$ cat src/rtl/mips_pkg.sv
// ============================================================================
// Module : mips_pkg
// Desc   : Shared register-file widths and the writeback entry type.
// Rev    : 1.0
// ============================================================================
`default_nettype none

package mips_pkg;

  localparam int REG_ADDR_W = 5;
  localparam int DATA_W     = 32;

  localparam logic [REG_ADDR_W-1:0] REG_ZERO = 5'd0;

  typedef struct packed {
    logic [REG_ADDR_W-1:0] rd;
    logic [DATA_W-1:0]     data;
  } wb_entry_t;

endpackage

`default_nettype wire

$ cat src/rtl/wb_fifo.sv
// ============================================================================
// Module : wb_fifo
// Desc   : Synchronous FIFO, DEPTH entries (power of two) of type T.
// Rev    : 1.0
// ============================================================================
`default_nettype none

module wb_fifo
  import mips_pkg::*;
#(
  parameter int  DEPTH = 2,
  parameter type T     = wb_entry_t
) (
  input  logic clock,
  input  logic reset,
  input  logic push,
  input  T     push_data,
  input  logic pop,
  output T     pop_data,
  output logic full,
  output logic empty
);

  localparam int c_ptr_w = $clog2(DEPTH);
  localparam int c_cnt_w = c_ptr_w + 1;

  T                   r_mem [DEPTH];
  logic [c_ptr_w-1:0] r_wr_ptr;
  logic [c_ptr_w-1:0] r_rd_ptr;
  logic [c_cnt_w-1:0] r_count;

  logic w_push;
  logic w_pop;

  assign full     = (r_count == c_cnt_w'(DEPTH));
  assign empty    = (r_count == '0);
  assign w_push   = push && !full;
  assign w_pop    = pop && !empty;
  assign pop_data = r_mem[r_rd_ptr];

  // Storage carries no reset; only the pointers define validity.
  always_ff @(posedge clock) begin
    if (w_push) begin
      r_mem[r_wr_ptr] <= push_data;
    end
  end

  always_ff @(posedge clock) begin
    if (reset) begin
      r_wr_ptr <= '0;
      r_rd_ptr <= '0;
      r_count  <= '0;
    end else begin
      if (w_push) begin
        r_wr_ptr <= r_wr_ptr + c_ptr_w'(1);
      end
      if (w_pop) begin
        r_rd_ptr <= r_rd_ptr + c_ptr_w'(1);
      end
      case ({w_push, w_pop})
        2'b10:   r_count <= r_count + c_cnt_w'(1);
        2'b01:   r_count <= r_count - c_cnt_w'(1);
        default: r_count <= r_count;
      endcase
    end
  end

endmodule

`default_nettype wire

$ cat src/rtl/regfile_writeback.sv
// ============================================================================
// Module : regfile_writeback
// Desc   : Register-file writeback arbiter: buffered load results drain
//          ahead of ALU results. Define WB_BYPASS_EN for operand forwarding.
// Rev    : 1.0
// ============================================================================
`default_nettype none

module regfile_writeback
  import mips_pkg::*;
#(
  parameter int MEM_FIFO_DEPTH = 2
) (
  input  logic                  clock,
  input  logic                  reset,
  input  logic                  alu_valid,
  input  logic [REG_ADDR_W-1:0] alu_rd,
  input  logic [DATA_W-1:0]     alu_data,
  output logic                  alu_ready,
  input  logic                  mem_valid,
  input  logic [REG_ADDR_W-1:0] mem_rd,
  input  logic [DATA_W-1:0]     mem_data,
  output logic                  mem_ready,
  output logic [REG_ADDR_W-1:0] address_d,
  output logic [DATA_W-1:0]     data_dval,
  output logic                  write_enable,
  output logic [15:0]           write_count
`ifdef WB_BYPASS_EN
  ,
  input  logic [REG_ADDR_W-1:0] address_s1,
  input  logic [REG_ADDR_W-1:0] address_s2,
  output logic                  fwd_s1_hit,
  output logic [DATA_W-1:0]     fwd_s1_data,
  output logic                  fwd_s2_hit,
  output logic [DATA_W-1:0]     fwd_s2_data
`endif
);

  wb_entry_t w_push_entry;
  wb_entry_t w_head;
  logic      w_fifo_full;
  logic      w_fifo_empty;
  logic      w_push;
  logic      w_pop;
  logic      w_alu_take;

  logic [REG_ADDR_W-1:0] r_address_d;
  logic [DATA_W-1:0]     r_data_dval;
  logic                  r_write_enable;
  logic [15:0]           r_write_count;

  assign mem_ready    = !reset && !w_fifo_full;
  assign alu_ready    = !reset && w_fifo_empty;
  assign w_push       = mem_valid && mem_ready;
  assign w_pop        = !w_fifo_empty;
  assign w_alu_take   = alu_valid && alu_ready;
  assign w_push_entry = '{rd: mem_rd, data: mem_data};

  wb_fifo #(
    .DEPTH (MEM_FIFO_DEPTH),
    .T     (wb_entry_t)
  ) u_mem_fifo (
    .clock     (clock),
    .reset     (reset),
    .push      (w_push),
    .push_data (w_push_entry),
    .pop       (w_pop),
    .pop_data  (w_head),
    .full      (w_fifo_full),
    .empty     (w_fifo_empty)
  );

  // A buffered load always wins; ALU can only be taken when the FIFO is empty.
  always_ff @(posedge clock) begin
    if (reset) begin
      r_address_d    <= '0;
      r_data_dval    <= '0;
      r_write_enable <= 1'b0;
      r_write_count  <= '0;
    end else begin
      if (w_pop) begin
        r_address_d    <= w_head.rd;
        r_data_dval    <= w_head.data;
        r_write_enable <= (w_head.rd != REG_ZERO);
      end else if (w_alu_take) begin
        r_address_d    <= alu_rd;
        r_data_dval    <= alu_data;
        r_write_enable <= (alu_rd != REG_ZERO);
      end else begin
        r_write_enable <= 1'b0;
      end
      if (r_write_enable) begin
        r_write_count <= r_write_count + 16'd1;
      end
    end
  end

  assign address_d    = r_address_d;
  assign data_dval    = r_data_dval;
  assign write_enable = r_write_enable;
  assign write_count  = r_write_count;

`ifdef WB_BYPASS_EN
  assign fwd_s1_hit  = r_write_enable && (r_address_d == address_s1) && (address_s1 != REG_ZERO);
  assign fwd_s2_hit  = r_write_enable && (r_address_d == address_s2) && (address_s2 != REG_ZERO);
  assign fwd_s1_data = fwd_s1_hit ? r_data_dval : '0;
  assign fwd_s2_data = fwd_s2_hit ? r_data_dval : '0;
`endif

endmodule

`default_nettype wire

$ cat config.mk
export PLATFORM = sky130hd
export DESIGN_NAME = regfile_writeback
export DESIGN_NICKNAME = d
export VERILOG_FILES = /design/src/rtl/mips_pkg.sv /design/src/rtl/wb_fifo.sv /design/src/rtl/regfile_writeback.sv
export SDC_FILE = /design/constraint.sdc
export NUM_CORES = 1
export LEC_CHECK = 0
export CAP_MARGIN = 0
export CORE_MARGIN = 3
export CORE_UTILIZATION = 49
export DETAILED_ROUTE_END_ITERATION = 12
export GPL_TIMING_DRIVEN = 0
export PLACE_DENSITY = 0.85
export SETUP_SLACK_MARGIN = 0.2
export SYNTH_ARGS = -nofsm -noshare
export SYNTH_HDL_FRONTEND = slang
export SYNTH_SLANG_ARGS = --single-unit
$ cat constraint.sdc
create_clock -name clock -period 7.46 [get_ports clock]
set_clock_uncertainty 0.2 [all_clocks]
set_input_delay 1.119 -clock clock [delete_from_list [all_inputs] [get_ports clock]]
set_output_delay 1.119 -clock clock [all_outputs]
set_load 0.02 [all_outputs]
# == Word-level counts from Yosys, hierarchy flattened ==
# Memory sizes are Yosys's and may differ from the RTL's. A register that Yosys moved wholly into a read port is not among the register bits.
# Cells that the tools add are included.
# word_totals
ff_bits,58
ramBits,74
wordCells,40
mem_count,1
# memory_table
name,depth,word_bits,read_ports,rd_ports_with_merged_regs,wr,line_no,source
u_mem_fifo.r_mem,2,37,1,1,1,wb_fifo.sv:27,T r_mem [DEPTH];
# op_classes
add_sub_neg,5
n_eq_ne,4
n_mux,11
reduce_logical,12
# ops
operator,n
$mux W32,2
$add A16 B1 Y16 const B,1
$mux W5,2
$reduce_bool A5 Y1,2
$mux W1,6
$logic_and A1 B1 Y1,5
$eq A2 B2 Y1 const B,2
$pmux W2 S2,1
$logic_not A1 Y1,3
$add A1 B1 Y1 const B,2
$add A2 B1 Y2 const B,1
$eq A2 B1 Y1 const B,1
$logic_not A2 Y1,1
$ne A2 B2 Y1 const B,1
$reduce_bool A2 Y1,1
$sub A2 B1 Y2 const B,1

# == Depth between registers and ports, before layout ==
# Gate-level depths: netlist (run 1).
# depth
word_depth,7
ltp_mapped,5
ltp_nobuf,4

# == Hierarchy ==
# A second synthesis (run 1) with hierarchy kept.
# unflattened
hier_cells,398
hier_area_um2,5285.1
# by_module_without_submodules
mod,n_inst,cells_each,area_each_um2
wb_fifo,1,141,2882.8
regfile_writeback,1,257,2402.3

# == Worst setup path before layout (run 1) ==
# OpenSTA, ideal clock, no wires.
# synth_timing
kind,input port to flip-flop
from,input port reset
to,register u_mem_fifo.r_wr_ptr
setup_ps,73
arrival_ps,5506
required_time_ps,7187
setup_slack_ps,1681
stages,3
n_path_buf,1
path_cell_list,clkbuf_1 nor4_1 o21ba_2
# synth_between
elab_chain_cells,4
# synth_rtl
item,line_no,source
from (decl),regfile_writeback.sv:15,"input logic reset,"
$logic_not A1 Y1,regfile_writeback.sv:52,assign mem_ready = !reset && !w_fifo_full;
$logic_and A1 B1 Y1,regfile_writeback.sv:52,
$logic_and A1 B1 Y1,regfile_writeback.sv:54,assign w_push = mem_valid && mem_ready;
$logic_and A1 B1 Y1,wb_fifo.sv:37,assign w_push = push && !full;
to (signal assigned),wb_fifo.sv:55,r_wr_ptr <= r_wr_ptr + c_ptr_w'(1);
to (decl),wb_fifo.sv:28,logic [c_ptr_w-1:0] r_wr_ptr;
# Parallel ways exist; a longest one is shown, timed or not.
# A chain may end at the register's enable or synchronous reset.

# == Worst setup path in the final report (run 1) ==
# layout_timing
from,input port reset
to,output port alu_ready
# layout_between
elab_chain_cells,2
# layout_rtl
item,line_no,source
$logic_not A1 Y1,regfile_writeback.sv:53,assign alu_ready = !reset && w_fifo_empty;
$logic_and A1 B1 Y1,regfile_writeback.sv:53,
to (decl),regfile_writeback.sv:19,"output logic alu_ready,"
# No other way between the ends.

==> flow_summary_export.csv, run 1 <==
group,metric,value,unit
worst_setup_path,critical_path_class,"in -> out",
timing,tightest_slew,1.02,ns
flow_run,drv_cap,0,
worst_setup_path,start_kind,"primary input",
placed_design,portBuffers,132,
timing,drv_slew,0,
pwr,p_sw_share,24.1,%
outcome,run_status,"completed",
timing,fmax,238,MHz
hold_path,hold_start,"u_mem_fifo.r_count[1]$_SDFFE_PP0P_",
detailed_routing,drtIter0Drc,157,
timing,fin_ws,3.25,ns
layout,antenna_cells,0,
placed_design,hpwl,9190,um
synthesis,synthesis.nets,478,
synthesis,yosysSeqAreaShare,64.4,%
layout,syn2layout_area_growth,39.4,%
global_route,antenna_found_initial,0,
hold_path,min_path_type,"reg -> reg",
clock_network,cts_tree,"done",
placed_design,dpl_cell_area,6810,um^2
synthesis,synthCells,399,
global_route,grt_use_total,21.9,%
placed_design,dpl_worst_slack,3.26,ns
clock_network,clock-sinks,133,
worst_setup_path,end_kind,"output pin",
floorplanning,rows,37,
synthesis,yosys.area_share.simple,10.8,%
clock_network,clock_latency,0.50,ns
layout,final_cells,703,
detailed_routing,via_per_inst,5.51,
detailed_routing,via_count,3877,
layout,drive_gt1_share,10.6,%
floorplanning,die_area,12100,um^2
pwr,p_int,0.00136,W
floorplanning,die_y,110,um
hold_path,hold_path_depth,2,
layout,nNetsFinal,633,
clock_network,path_clk_slew,0.05,ns
placed_design,finalWeightedCongestion,0.814,
pwr,p_clk_share,42.3,%
timing,hold_viol_final,0,
synthesis,synth_top_family_by_area,"compound AO/OA/AOI/OAI gates",
detailed_routing,remaining_drc_errors,0,
synthesis,ys_warn_count,0,
synthesis,synth_xor_xnor_area_share,0.829,%
global_route,grt_pass1_vias,3921,
pwr,p_sw,0.000433,W
detailed_routing,final_antenna_net_count,0,
worst_setup_path,rr_startpoint,"u_mem_fifo.r_count[1]$_SDFFE_PP0P_",
placed_design,place_inst,671,
pwr,vdd_drop_max,0.151,mV
pwr,total_power,0.00179,W
clock_network,root_buffer,"clkbuf_8",
pwr,power_density,243,nW/um^2
layout,post-route-cell-area,7360,um^2
worst_setup_path,required,6.14,ns
worst_setup_path,rr_worst_depth,4,
timing,fin_crit,4.21,ns
timing,relSlewSlack,31.2,%
floorplanning,start_util,50.7,%
clock_network,htreeDepth,4,
clock_network,postCtsHoldBufs,0,
clock_network,cts_setup_buffers,0,
synthesis,synthAdderAreaFrac,0.237,%
clock_network,ctsLongestPathBuffers,2,
synthesis,synth_compound_area_share,12.5,%
floorplanning,design.core.area,10400,um^2
synthesis,synth.area.mux_share,8.27,%
global_route,grt_max_degree,38,
pwr,leakagePower,2.57,nW
detailed_routing,routed_wirelength,12900,um
timing,finalCritPeriodShare,56.4,%
clock_network,cts_resized,0,
global_route,grt_first_pass_wirelength,19700,um
worst_setup_path,worstPathMaxFanout,10,
timing,holdWs,0.274,ns
synthesis,syn_area,5280,um^2
timing,finalSetupViolations,0,
detailed_routing,drtPass1Iterations,4,
detailed_routing,wire_per_inst,18.3,um
worst_setup_path,critPathLaunch,"reset",
synthesis,ys_ff_latch,133,
global_route,grt_overflow,0,
clock_network,numCtsBuffers,17,
floorplanning,num_io_pins,134,
pwr,power_frac_comb,11.7,%
timing,grt_setup_unrepaired,"no",
floorplanning,die_w,110,um
synthesis,synth_cell_type_count,36,
pwr,power_frac_seq,46.1,%
synthesis,syn_avg_cell_area,13.2,um^2
worst_setup_path,critPathArrivalTime,2.89,ns
[state kept, by name (all words and copies together), names as in the netlist, named ones only]
signal	cells
u_mem_fifo.r_mem	74
data_dval	32
write_count	16
address_d	5
u_mem_fifo.r_count	2
u_mem_fifo.r_rd_ptr	1
u_mem_fifo.r_wr_ptr	1
write_enable	1
[power groups by stage]
stage               clock network [W]  logic [W]  registers, W
finish                       0.000757   0.000209      0.000825
CTS                          0.000765   0.000210      0.000825
global placement                    0   0.000201      0.000840
floorplan                           0  0.0000768      0.000860
detailed placement                  0   0.000208      0.000840
global route                 0.000800   0.000225      0.000828
[layout by cell type (no fill, tap or decap), types with 6 or more instances in the layout]
cell type          n
clkdlybuf4s50_1  132
a211oi_1          74
edfxtp_1          74
dfxtp_1           59
nor2b_1           43
mux2i_1           38
nor2_1            17
clkbuf_16         16
clkbuf_1          15
buf_4              8
buf_2              7
or4_1              6
nand2_1            6
a21oi_1            6
clkinvlp_4         6
[metal layers]
metal / part of all wire (%) / GRT usage (%) / wire (um) / vias to the layer above
li1: - / - / - / 1852
met1: 40 / 26.7 / 5210 / 1877
met2: 52 / 38.1 / 6760 / 129
met3: 5.5 / 5.40 / 705 / 19
met4: 1.6 / 6.59 / 208 / 0
met5: 0 / 0 / 0 / -
[worst paths after layout]
check	to	slack, ns
setup / recovery	alu_ready	3.25
hold / removal	u_mem_fifo.r_count[1]$_SDFFE_PP0P_	0.27
setup reg to reg	u_mem_fifo.r_mem[0][1]$_DFFE_PP_	5.16
hold reg to reg	u_mem_fifo.r_count[1]$_SDFFE_PP0P_	0.27
[critical path, stage by stage]
cell and delay (ns):
clkdlybuf4s50_1 0.47, clkbuf_1 0.30, nor3_1 0.29, clkdlybuf4s50_1 0.70
[kinds of logic (layout without fill, tap and decap cells)]
group,count (synthesis),count (layout)
AOI/OAI and AO/OA,90,90
muxes,43,43
DFF,133,133
xor gates and xnor gates,5,5
adders and majority gates,1,1
and+or+nand+nor,95,95
buffers and inverters,32,200
[stage by stage]
stage	util [%]	TNS [ns]
2_1_floorplan	-	0
3_3_place_gp	65.0	-25.17
3_5_place_dp	65.4	0
4_1_cts	70.7	0
5_1_grt	70.7	0
6_report	70.7	0
[synthesized netlist by cell type, drive strengths merged]
| master | instances | share of area (%) |
|---|---|---|
| or4b | 1 | 0.19 |
| edfxtp | 74 | 42 |
| nor3 | 3 | 0.28 |
| mux2 | 5 | 1.1 |
| xor2 | 4 | 0.66 |
| nand2 | 6 | 0.43 |
| mux2i | 38 | 7.2 |
| nand4 | 7 | 1.2 |
| o21ba | 1 | 0.19 |
| nand3 | 3 | 0.28 |
| and3 | 1 | 0.12 |
| xnor2 | 1 | 0.17 |
| nor2 | 17 | 1.2 |
| inv | 3 | 0.21 |
| o31a | 1 | 0.17 |
| clkbuf | 14 | 1.0 |
| or3 | 2 | 0.24 |
| o211ai | 1 | 0.14 |
| o41ai | 1 | 0.17 |
| dfxtp | 59 | 22 |
| nor4 | 6 | 0.83 |
| nor2b | 43 | 5.1 |
| or4 | 6 | 0.85 |
| o21ai | 2 | 0.19 |
| buf | 15 | 1.7 |
| a21oi | 6 | 0.57 |
| o31ai | 4 | 0.57 |
| ha | 1 | 0.24 |
| a211oi | 74 | 11 |
[cell type report]
type | instances | area (um^2)
buffer | 29 | 145
clock inverter | 13 | 124
timing repair buffer | 136 | 1360
clock buffer | 19 | 422
sequential | 133 | 3400
inverter | 3 | 11.3
multi-input combinational | 234 | 1730
fill | 752 | 3060
tap | 136 | 170
Note: power is estimated with default switching activity, not from simulation.
==> inputs of run 2 (changes only) <==
==> constraint.sdc (replaced) <==
create_clock -name clock -period 4 [get_ports clock]
set_clock_uncertainty 0.2 [all_clocks]
set_input_delay 0.6 -clock clock [delete_from_list [all_inputs] [get_ports clock]]
set_output_delay 0.6 -clock clock [all_outputs]
set_load 0.02 [all_outputs]
==> run 2 against run 1 <==
Compared with the run above:
- largest cell class unchanged
- critical path type unchanged
- worst setup slack lost 2.5 ns
- largest power group is now the clock network
- global-route usage grew 0.78 points
- worst hold slack gained 0.0016 ns
==> flow_summary_export.csv, run 2 (synthesized netlist as in run 1, its figures left out) <==
group,metric,value,unit
outcome,run_status,"completed",
clock_network,clock_latency,0.51,ns
worst_setup_path,end_kind,"output pin",
clock_network,root_buffer,"clkbuf_8",
layout,layout_commonest_cell,"clkdlybuf4s50_1",
placed_design,dpl_worst_slack,0.767,ns
clock_network,path_clk_slew,0.06,ns
clock_network,cts_setup_buffers,0,
global_route,grt_pass1_vias,3966,
timing,fin_tns_setup,0,ns
timing,tightest_slew,0.940,ns
worst_setup_path,critical_path_class,"in -> out",
clock_network,ctsLongestPathBuffers,2,
global_route,grt_max_degree,38,
pwr,leakagePower,2.60,nW
worst_setup_path,start_kind,"primary input",
detailed_routing,routed_wirelength,13400,um
global_route,grt_first_pass_wirelength,20300,um
timing,holdWs,0.275,ns
flow_run,drv_cap,0,
timing,relSlewSlack,37.3,%
layout,nNetsFinal,632,
layout,final_core_utilization,71.2,%
detailed_routing,wire_per_inst,19.0,um
detailed_routing,via_per_inst,5.53,
clock_network,htreeDepth,4,
clock_network,numCtsBuffers,17,
worst_setup_path,critPathArrivalTime,2.43,ns
timing,hold_viol_final,0,
worst_setup_path,worstPathMaxFanout,10,
worst_setup_path,critical_path.cell_chain,"clkdlybuf4s50_1 -> clkbuf_1 -> nor3_1 -> clkdlybuf4s50_1",
timing,fmax,309,MHz
timing,finalCritPeriodShare,80.8,%
layout,antenna_cells,0,
placed_design,finalWeightedCongestion,0.840,
layout,top_register,"u_mem_fifo.r_mem",
placed_design,hpwl,9130,um
floorplanning,die_w,110,um
pwr,total_power,0.00349,W
clock_network,cts_tree,"done",
floorplanning,design.core.area,10400,um^2
worst_setup_path,cpMostUsedCell,"clkdlybuf4s50_1",
layout,largest_reg_flops,74,
floorplanning,die_y,110,um
global_route,grt_use_total,22.6,%
worst_setup_path,rrSetupSlack,1.88,ns
clock_network,clock-sinks,133,
clock_network,postCtsHoldBufs,0,
floorplanning,num_io_pins,134,
layout,drive_gt1_share,10.4,%
floorplanning,die_area,12100,um^2
timing,fin_ws,0.766,ns
pwr,power_density,471,nW/um^2
timing,fin_crit,3.23,ns
placed_design,portBuffers,132,
timing,grt_setup_unrepaired,"no",
hold_path,min_path_type,"reg -> reg",
detailed_routing,via_count,3883,
detailed_routing,remaining_drc_errors,0,
pwr,vdd_drop_max,0.295,mV
detailed_routing,drtPass1Iterations,4,
global_route,antenna_found_initial,0,
layout,most-common-layout-cells,"clkdlybuf4s50_1 (132), a211oi_1 (74), edfxtp_1 (74), dfxtp_1 (59), nor2b_1 (43)",
worst_setup_path,critPathMaxStageDelay,0.70,ns
worst_setup_path,rr_worst_depth,3,
hold_path,hold_path_depth,2,
worst_setup_path,required,3.20,ns
layout,syn2layout_area_growth,40.5,%
timing,drv_slew,0,
worst_setup_path,worst_path_max_delay_cell,"clkdlybuf4s50_1",
clock_network,cts_resized,0,
timing,finalSetupViolations,0,
detailed_routing,final_antenna_net_count,0,
floorplanning,rows,37,
detailed_routing,drtIter0Drc,238,
floorplanning,start_util,50.7,%
global_route,grt_overflow,0,
-- run 2: final timing paths --
path | to | from
max | alu_ready | reset
min | u_mem_fifo.r_count[1]$_SDFFE_PP0P_ | u_mem_fifo.r_count[1]$_SDFFE_PP0P_
max reg2reg | u_mem_fifo.r_mem[1][7]$_DFFE_PP_ | u_mem_fifo.r_count[1]$_SDFFE_PP0P_
min reg2reg | u_mem_fifo.r_count[1]$_SDFFE_PP0P_ | u_mem_fifo.r_count[1]$_SDFFE_PP0P_
-- run 2: area by class of cell --
class	instances	area (um^2)
Buffer	29	145
Clock buffer	18	418
Clock inverter	14	174
Fill cell	754	3000
Inverter	3	11.3
Multi-Input combinational cell	234	1740
Sequential cell	133	3400
Tap cell	136	170
Timing Repair Buffer	135	1360
-- run 2: critical path, delay by kind of cell --
family,cells,cell delay (ns)
buf+inv,3,1.51
simple gates,1,0.32
-- run 2: layer usage --
metal / GRT usage (%) / vias to the layer above / part of all wire, %
met5: 0 / - / 0
li1: - / 1850 / -
met1: 27.5 / 1903 / 41
met2: 39.8 / 117 / 53
met4: 7.48 / 0 / 1.0
met3: 4.87 / 13 / 4.7
-- run 2: power by group --
| part | switching, W | total, W | internal (W) |
|---|---|---|---|
| logic | 0.000198 | 0.000394 | 0.000197 |
| clock network | 0.000604 | 0.00156 | 0.000956 |
| registers | 0.0000312 | 0.00154 | 0.00151 |
| total | 0.000833 | 0.00349 | 0.00266 |
-- run 2: per-stage QoR --
stage / instance area [um^2] / instances
4_1_cts: 7420 / 702
6_report: 7420 / 702
3_3_place_gp: 6780 / 667
5_1_grt: 7420 / 702
3_5_place_dp: 6830 / 670
2_1_floorplan: 5290 / 399
